`config.mk`:
```
export PLATFORM = sky130hd
export DESIGN_NAME = mcseq_flat
export DESIGN_NICKNAME = d
export VERILOG_FILES = /design/src/rtl/mcseq_pkg.sv /design/src/rtl/mcseq_if.sv /design/src/rtl/mcseq_stack.sv /design/src/rtl/mcseq.sv /design/src/flat_wrapper.sv
export SDC_FILE = /design/constraint.sdc
export NUM_CORES = 1
export LEC_CHECK = 0
export ABC_AREA = 0
export CORE_ASPECT_RATIO = 1.2
export CORE_MARGIN = 5
export CORE_UTILIZATION = 58
export CTS_BUF_LIST = sky130_fd_sc_hd__clkbuf_2
export DETAILED_ROUTE_END_ITERATION = 12
export PLACE_DENSITY = 0.81
export RECOVER_POWER = 100
export SYNTH_ARGS = -nofsm -noshare
export SYNTH_HDL_FRONTEND = slang
export SYNTH_SLANG_ARGS = --single-unit
export TNS_END_PERCENT = 1
```
`constraint.sdc`:
```
create_clock -name clk -period 4.23 [get_ports clk]
set_input_delay 0.846 -clock clk [delete_from_list [all_inputs] [get_ports clk]]
set_output_delay 0.846 -clock clk [all_outputs]
set_load 0.02 [all_outputs]
```
`src/rtl/mcseq_pkg.sv`:
```
// Shared sequencer definitions: opcode encoding and the stack command bundle
// used between the next-address logic and the LIFO.
package mcseq_pkg;

    localparam int OP_W = 3;

    typedef enum logic [OP_W-1:0] {
        SEQ_CONT = 3'd0,
        SEQ_JZ   = 3'd1,
        SEQ_CJP  = 3'd2,
        SEQ_CJS  = 3'd3,
        SEQ_CRTN = 3'd4,
        SEQ_PUSH = 3'd5,
        SEQ_RFCT = 3'd6,
        SEQ_JMAP = 3'd7
    } seq_op_e;

    typedef struct packed {
        logic push;
        logic pop;
        logic clear;
    } stk_cmd_t;

    localparam stk_cmd_t STK_IDLE = '{push: 1'b0, pop: 1'b0, clear: 1'b0};

endpackage

```
`src/rtl/mcseq_if.sv`:
```
// ROM-side bus of the microprogram sequencer together with its status and trace
// outputs; master is the sequencer, slave is the ROM/decode environment.
interface mcseq_if #(
    parameter int AW = 10
);
    import mcseq_pkg::*;

    logic            stall;
    logic [OP_W-1:0] op;
    logic            cond;
    logic [AW-1:0]   din;
    logic [AW-1:0]   map;
    logic [AW-1:0]   rom_addr;
    logic            rom_ena;
    logic [AW-1:0]   upc;
    logic            cnt_zero;
    logic            sfull;
    logic            sempty;
    logic            serr;

    modport master (
        input  stall, op, cond, din, map,
        output rom_addr, rom_ena, upc, cnt_zero, sfull, sempty, serr
    );

    modport slave (
        output stall, op, cond, din, map,
        input  rom_addr, rom_ena, upc, cnt_zero, sfull, sempty, serr
    );

endinterface

```
`src/rtl/mcseq_stack.sv`:
```
// SDEPTH x AW subroutine LIFO: a push when full overwrites TOS, a pop when empty
// reads 0; both set a sticky error that only reset clears. Clear wins over push/pop.
module mcseq_stack
    import mcseq_pkg::*;
#(
    parameter int AW     = 10,
    parameter int SDEPTH = 4
) (
    input  logic          clk,
    input  logic          reset,
    input  stk_cmd_t      cmd_i,
    input  logic [AW-1:0] data_i,
    output logic [AW-1:0] tos_o,
    output logic          full_o,
    output logic          empty_o,
    output logic          err_o
);

    localparam int IW = $clog2(SDEPTH);
    localparam int PW = IW + 1;
    localparam logic [PW-1:0] SP_FULL = PW'(SDEPTH);

    logic [AW-1:0] mem_q [SDEPTH];
    logic [PW-1:0] sp_q, sp_d;
    logic          err_q, err_d;
    logic [IW-1:0] top_idx, wr_idx;
    logic          we;

    assign full_o  = (sp_q == SP_FULL);
    assign empty_o = (sp_q == '0);
    assign err_o   = err_q;
    assign top_idx = IW'(sp_q - PW'(1));
    assign tos_o   = empty_o ? '0 : mem_q[top_idx];

    // NOTE: every always_comb output gets a default first so no path can infer a latch.
    always_comb begin
        sp_d   = sp_q;
        err_d  = err_q;
        we     = 1'b0;
        wr_idx = sp_q[IW-1:0];
        if (cmd_i.clear) begin
            sp_d = '0;
        end else if (cmd_i.push) begin
            we = 1'b1;
            if (full_o) begin
                wr_idx = top_idx;
                err_d  = 1'b1;
            end else begin
                sp_d = sp_q + PW'(1);
            end
        end else if (cmd_i.pop) begin
            if (empty_o) begin
                err_d = 1'b1;
            end else begin
                sp_d = sp_q - PW'(1);
            end
        end
    end

    // NOTE: state registers use non-blocking assignments so every flop samples pre-edge values.
    always_ff @(posedge clk) begin
        if (reset) begin
            sp_q  <= '0;
            err_q <= 1'b0;
        end else begin
            sp_q  <= sp_d;
            err_q <= err_d;
        end
    end

    // NOTE: the storage array has no reset; sp=0 already makes every entry unreachable.
    always_ff @(posedge clk) begin
        if (we && !reset) begin
            mem_q[wr_idx] <= data_i;
        end
    end

endmodule

```
`src/rtl/mcseq.sv`:
```
// Am2910-style microprogram sequencer: combinational next-address mux feeding the
// microcode ROM, uPC incrementer, loop counter and subroutine LIFO.
module mcseq
    import mcseq_pkg::*;
#(
    parameter int          AW      = 10,
    parameter int          SDEPTH  = 4,
    parameter int unsigned RST_VEC = 0
) (
    input logic     clk,
    input logic     reset,
    mcseq_if.master bus
);

    localparam logic [AW-1:0] RST_ADDR = AW'(RST_VEC);
    localparam logic [AW-1:0] RST_UPC  = RST_ADDR + AW'(1);

    seq_op_e       op;
    logic [AW-1:0] upc_q, upc_d;
    logic [AW-1:0] cnt_q, cnt_d;
    logic [AW-1:0] next_addr;
    logic [AW-1:0] tos;
    logic          adv;
    stk_cmd_t      cmd, stk_cmd;
    logic          sfull, sempty, serr;

    assign op  = seq_op_e'(bus.op);
    assign adv = !bus.stall;

    always_comb begin
        next_addr = upc_q;
        cnt_d     = cnt_q;
        cmd       = STK_IDLE;
        case (op)
            SEQ_JZ: begin
                next_addr = '0;
                cmd.clear = 1'b1;
            end
            SEQ_CJP: begin
                if (bus.cond) next_addr = bus.din;
            end
            SEQ_CJS: begin
                if (bus.cond) begin
                    next_addr = bus.din;
                    cmd.push  = 1'b1;
                end
            end
            SEQ_CRTN: begin
                if (bus.cond) begin
                    next_addr = tos;
                    cmd.pop   = 1'b1;
                end
            end
            SEQ_PUSH: begin
                cmd.push = 1'b1;
                if (bus.cond) cnt_d = bus.din;
            end
            SEQ_RFCT: begin
                // Loop back while the counter is live; the exit discards the loop address.
                if (cnt_q != '0) begin
                    next_addr = tos;
                    cnt_d     = cnt_q - AW'(1);
                end else begin
                    cmd.pop = 1'b1;
                end
            end
            SEQ_JMAP: next_addr = bus.map;
            default:  ;
        endcase
        if (reset) next_addr = RST_ADDR;
    end

    assign stk_cmd = adv ? cmd : STK_IDLE;
    assign upc_d   = next_addr + AW'(1);

    always_ff @(posedge clk) begin
        if (reset) begin
            upc_q <= RST_UPC;
            cnt_q <= '0;
        end else if (adv) begin
            upc_q <= upc_d;
            cnt_q <= cnt_d;
        end
    end

    mcseq_stack #(
        .AW     (AW),
        .SDEPTH (SDEPTH)
    ) u_stack (
        .clk     (clk),
        .reset   (reset),
        .cmd_i   (stk_cmd),
        .data_i  (upc_q),
        .tos_o   (tos),
        .full_o  (sfull),
        .empty_o (sempty),
        .err_o   (serr)
    );

    // Reset keeps the ROM enabled so the reset vector is fetched even under stall.
    assign bus.rom_addr = next_addr;
    assign bus.rom_ena  = reset | ~bus.stall;
    assign bus.upc      = upc_q;
    assign bus.cnt_zero = (cnt_q == '0);
    assign bus.sfull    = sfull;
    assign bus.sempty   = sempty;
    assign bus.serr     = serr;

endmodule
```
`src/flat_wrapper.sv`:
```
// flat-port wrapper written by rule: the top's interface ports become plain ports
module mcseq_flat import mcseq_pkg::*;
#(
    parameter int          AW      = 10,
    parameter int          SDEPTH  = 4,
    parameter int unsigned RST_VEC = 0
)
  (clk, reset, bus_stall, bus_op, bus_cond, bus_din, bus_map, bus_rom_addr, bus_rom_ena, bus_upc, bus_cnt_zero, bus_sfull, bus_sempty, bus_serr);
  mcseq_if #(.AW(AW)) bus_i ();
  input logic clk;
  input logic reset;
  input wire logic [$bits(bus_i.stall)-1:0] bus_stall;
  input wire logic [$bits(bus_i.op)-1:0] bus_op;
  input wire logic [$bits(bus_i.cond)-1:0] bus_cond;
  input wire logic [$bits(bus_i.din)-1:0] bus_din;
  input wire logic [$bits(bus_i.map)-1:0] bus_map;
  output wire logic [$bits(bus_i.rom_addr)-1:0] bus_rom_addr;
  output wire logic [$bits(bus_i.rom_ena)-1:0] bus_rom_ena;
  output wire logic [$bits(bus_i.upc)-1:0] bus_upc;
  output wire logic [$bits(bus_i.cnt_zero)-1:0] bus_cnt_zero;
  output wire logic [$bits(bus_i.sfull)-1:0] bus_sfull;
  output wire logic [$bits(bus_i.sempty)-1:0] bus_sempty;
  output wire logic [$bits(bus_i.serr)-1:0] bus_serr;
  assign bus_i.stall = bus_stall;
  assign bus_i.op = bus_op;
  assign bus_i.cond = bus_cond;
  assign bus_i.din = bus_din;
  assign bus_i.map = bus_map;
  assign bus_rom_addr = bus_i.rom_addr;
  assign bus_rom_ena = bus_i.rom_ena;
  assign bus_upc = bus_i.upc;
  assign bus_cnt_zero = bus_i.cnt_zero;
  assign bus_sfull = bus_i.sfull;
  assign bus_sempty = bus_i.sempty;
  assign bus_serr = bus_i.serr;
  mcseq #(.AW(AW), .SDEPTH(SDEPTH), .RST_VEC(RST_VEC)) u_core (.clk(clk), .reset(reset), .bus(bus_i));
endmodule
```
==> impl_metrics.py <==
metrics = {
    "clock_tree": {
        "ctsHoldBuffers": 0,
        "cts_buffer_depth": 2,
        "cts_setup_buffers": 0,
        "cts_tree": "built",
        "clkTransAtPathRegs_ns": 0.18,
        "clk_latency_ns": 0.49,
        "cts_max_level": 3,
        "clock-sinks": 64,
        "cts-buffers-inserted": 9,
        "cts-root-buf": "clkbuf_2",
    },
    "global_route": {
        "grt-ovfl-total": 0,
        "grt_first_pass_wirelength_um": 18600,
        "grt_usage_pct": 27.5,
        "grt_max_degree": 25,
        "grt_antenna_before_repair": 0,
        "first_global_vias": 3609,
    },
    "outcome": {
        "run_status": "finished, final reports clean",
    },
    "finish": {
        "nets": 527,
        "layout-drive-gt1-share_pct": 16.7,
        "final_cell_mix": "43 x nand2_1, 40 x edfxtp_1, 35 x nor2_1",
        "area_growth_pct": 21.4,
        "n_antenna_cell": 0,
        "final_common_cell": "nand2_1",
    },
    "synth": {
        "synth_top_area_cell": "edfxtp_1",
        "yosys.area.top_type_share_pct": 29.7,
        "netlist-cell-type-count": 72,
        "synth_area_mm2": 0.00405,
        "async_flop_share_pct": 0,
        "syn_nets": 454,
        "synth_flop_cell": "edfxtp_1",
        "synth-edff-count": 40,
        "yosysSeqAreaShare_pct": 41.5,
        "avgSynthCellArea_um2": 9.64,
        "ys_warn_count": 0,
        "synth_cells": 420,
        "ys_ff_latch": 64,
        "ys_top_cells_by_area": "edfxtp_1 30%, dfxtp_1 12%, nand2_1 4.0%",
    },
    "die": {
        "die_height_um": 102,
        "dieWidth_um": 86.3,
        "die_area_mm2": 0.00876,
        "io_pins": 52,
        "fp.coreArea_mm2": 0.00681,
        "std_cell_rows": 33,
        "start_util_pct": 59.4,
    },
    "drt": {
        "num_vias": 3645,
        "ant_nets": 0,
        "dr.pass1.iters": 5,
        "routed_wl_um": 11400,
        "wire_per_inst_um": 19.5,
        "first_iter_violations": 405,
        "drc": 0,
        "via_per_inst": 6.23,
    },
    "setup_path": {
        "cp_max_fo": 8,
        "worstPathArrival_ns": 3.33,
        "max_stage_delay_ns": 0.66,
        "path_class": "primary input to output port",
        "start_kind": "primary input",
        "crit_required_ns": 3.38,
        "critPathLaunch": "bus_op[0]",
        "cp_num_buf_inv": 2,
        "setup.worst_path.end_class": "output port",
        "rr_startpoint": "u_core.u_stack.sp_q[1]",
        "r2r_setup_slack_ns": 0.79,
        "crit_slowest_cell": "dlygate4sd3_1",
        "crit_chain": "dlygate4sd3_1 > nor3b_2 > a21boi_4 > a21bo_1 > nand4_1 > nand2_1 > and2_1 > nor2_1 > clkdlybuf4s50_1",
        "cp_top_family": "buffers and inverters",
    },
    "power": {
        "total_power_mw": 1.42,
        "power_density_mw_per_mm2": 289,
        "p_leak_nw": 1.90,
        "vdd_ir_drop_max_v": 0.000182,
    },
    "timing": {
        "fmax_ghz": 0.240,
        "worst_pin_slew_ns": 0.819,
        "slew_headroom_pct": 44.9,
        "setup_viol": 0,
        "setup_ws_ns": 0.0580,
        "period_needed_ns": 4.17,
        "rsz0062_at_grt": "true",
        "fin_tns_setup_ns": 0,
        "hold_violations": 0,
        "skew_ns": 0.0175,
        "fin_crit_sh_pct": 98.6,
        "finalMaxSlewViolations": 0,
    },
    "hold_path": {
        "min_from": "u_core.cnt_q[9]",
        "hp-class": "flip-flop to flip-flop",
    },
    "placement": {
        "port_buffers": 51,
        "dp.final_hpwl_um": 8500,
        "dp_worst_setup_slack_ns": 0.0392,
        "gp_congestion": 0.993,
    },
    "run": {
        "maxCapViolCount": 0,
    },
}
-- cell type report --
cell class / count / area (um2)
fillers: 528 / 1900
flip-flops and latches: 64 / 1680
clock buffers: 10 / 50.0
repair buffers: 88 / 769
well taps: 87 / 109
multi-input cells: 307 / 2160
inverters: 23 / 86.3
clock inverters: 6 / 60.1
-- sequential cells by signal, indices dropped and copies added, names as in the netlist --
name / flops
u_core.bus.upc: 10
u_core.u_stack.err_o: 1
u_core.u_stack.mem_q: 40
u_core.cnt_q: 10
u_core.u_stack.sp_q: 3
-- power by group --
group / leakage [nW] / switching, mW / internal (mW)
combinational: 1.27 / 0.199 / 0.152
sequential: 0.561 / 0.0248 / 0.680
clock: 0.0677 / 0.232 / 0.135
-- path summary, 6_finish.rpt --
check                 endpoint  cells past startpoint
max            bus_rom_addr[7]                      9
min            u_core.cnt_q[9]                      2
min reg2reg    u_core.cnt_q[9]                      2
max reg2reg  u_core.bus.upc[5]                     12
-- logic make-up after synthesis --
kind of cell	synth area share, %
buffers and inverters	5.53
muxes	7.35
xor gates and xnor gates	1.51
DFF	41.5
adders and majority gates	2.16
AOI/OAI and AO/OA	21.5
and+or+nand+nor	20.4
-- worst register-to-register path: cells and delay by family (launching register included) --
family / cells / cell delay [ns]
multiplexers: 1 / 0.13
adder cells (fa/ha/maj): 1 / 0.36
flip-flops: 1 / 0.41
AO/OA/AOI/OAI: 6 / 1.33
AND/OR/NAND/NOR: 1 / 0.62
buffers and inverters: 3 / 0.51
-- synth_stat cells (4+ instances only) --
master,count
xnor2_1,4
a311oi_1,5
edfxtp_1,40
a21oi_1,28
a22oi_1,4
o21ai_0,17
inv_1,22
a21o_1,4
nand4_1,6
nand2b_1,10
ha_1,7
mux4_2,6
buf_2,8
nand3_1,15
mux2i_1,14
dfxtp_1,24
nor3_1,11
o211ai_1,4
and2_1,7
nor2b_1,6
a211oi_1,8
nor2_1,35
a31oi_1,5
clkbuf_1,13
nand2_1,43
-- layer usage --
metal	share of wire (%)	vias to the layer above	GRT usage [%]
li1	-	1716	-
met1	40	1738	35.4
met2	50	154	47.0
met3	6.2	37	3.58
met4	3.4	0	10.8
met5	0	-	0
-- stage by stage --
| step | util [%] | hold slack (ns) | std cells | cell area, um2 |
|---|---|---|---|---|
| floorplan | - | 0.470 | 420 | 4050 |
| global placement | 70.8 | 0.463 | 569 | 4820 |
| detailed placement | 70.8 | 0.479 | 569 | 4820 |
| CTS | 72.6 | 0.520 | 585 | 4940 |
| global route | 72.2 | 0.565 | 585 | 4920 |
| finish | 72.2 | 0.515 | 585 | 4920 |
-- timing repair --
| action | 4_1_cts | 5_1_grt |
|---|---|---|
| endpoints found under the setup margin | 8 | 8 |
| pin swaps | 1 | 0 |
| gates resized for setup | 5 | 11 |
Power figures use the tool's default switching activity.
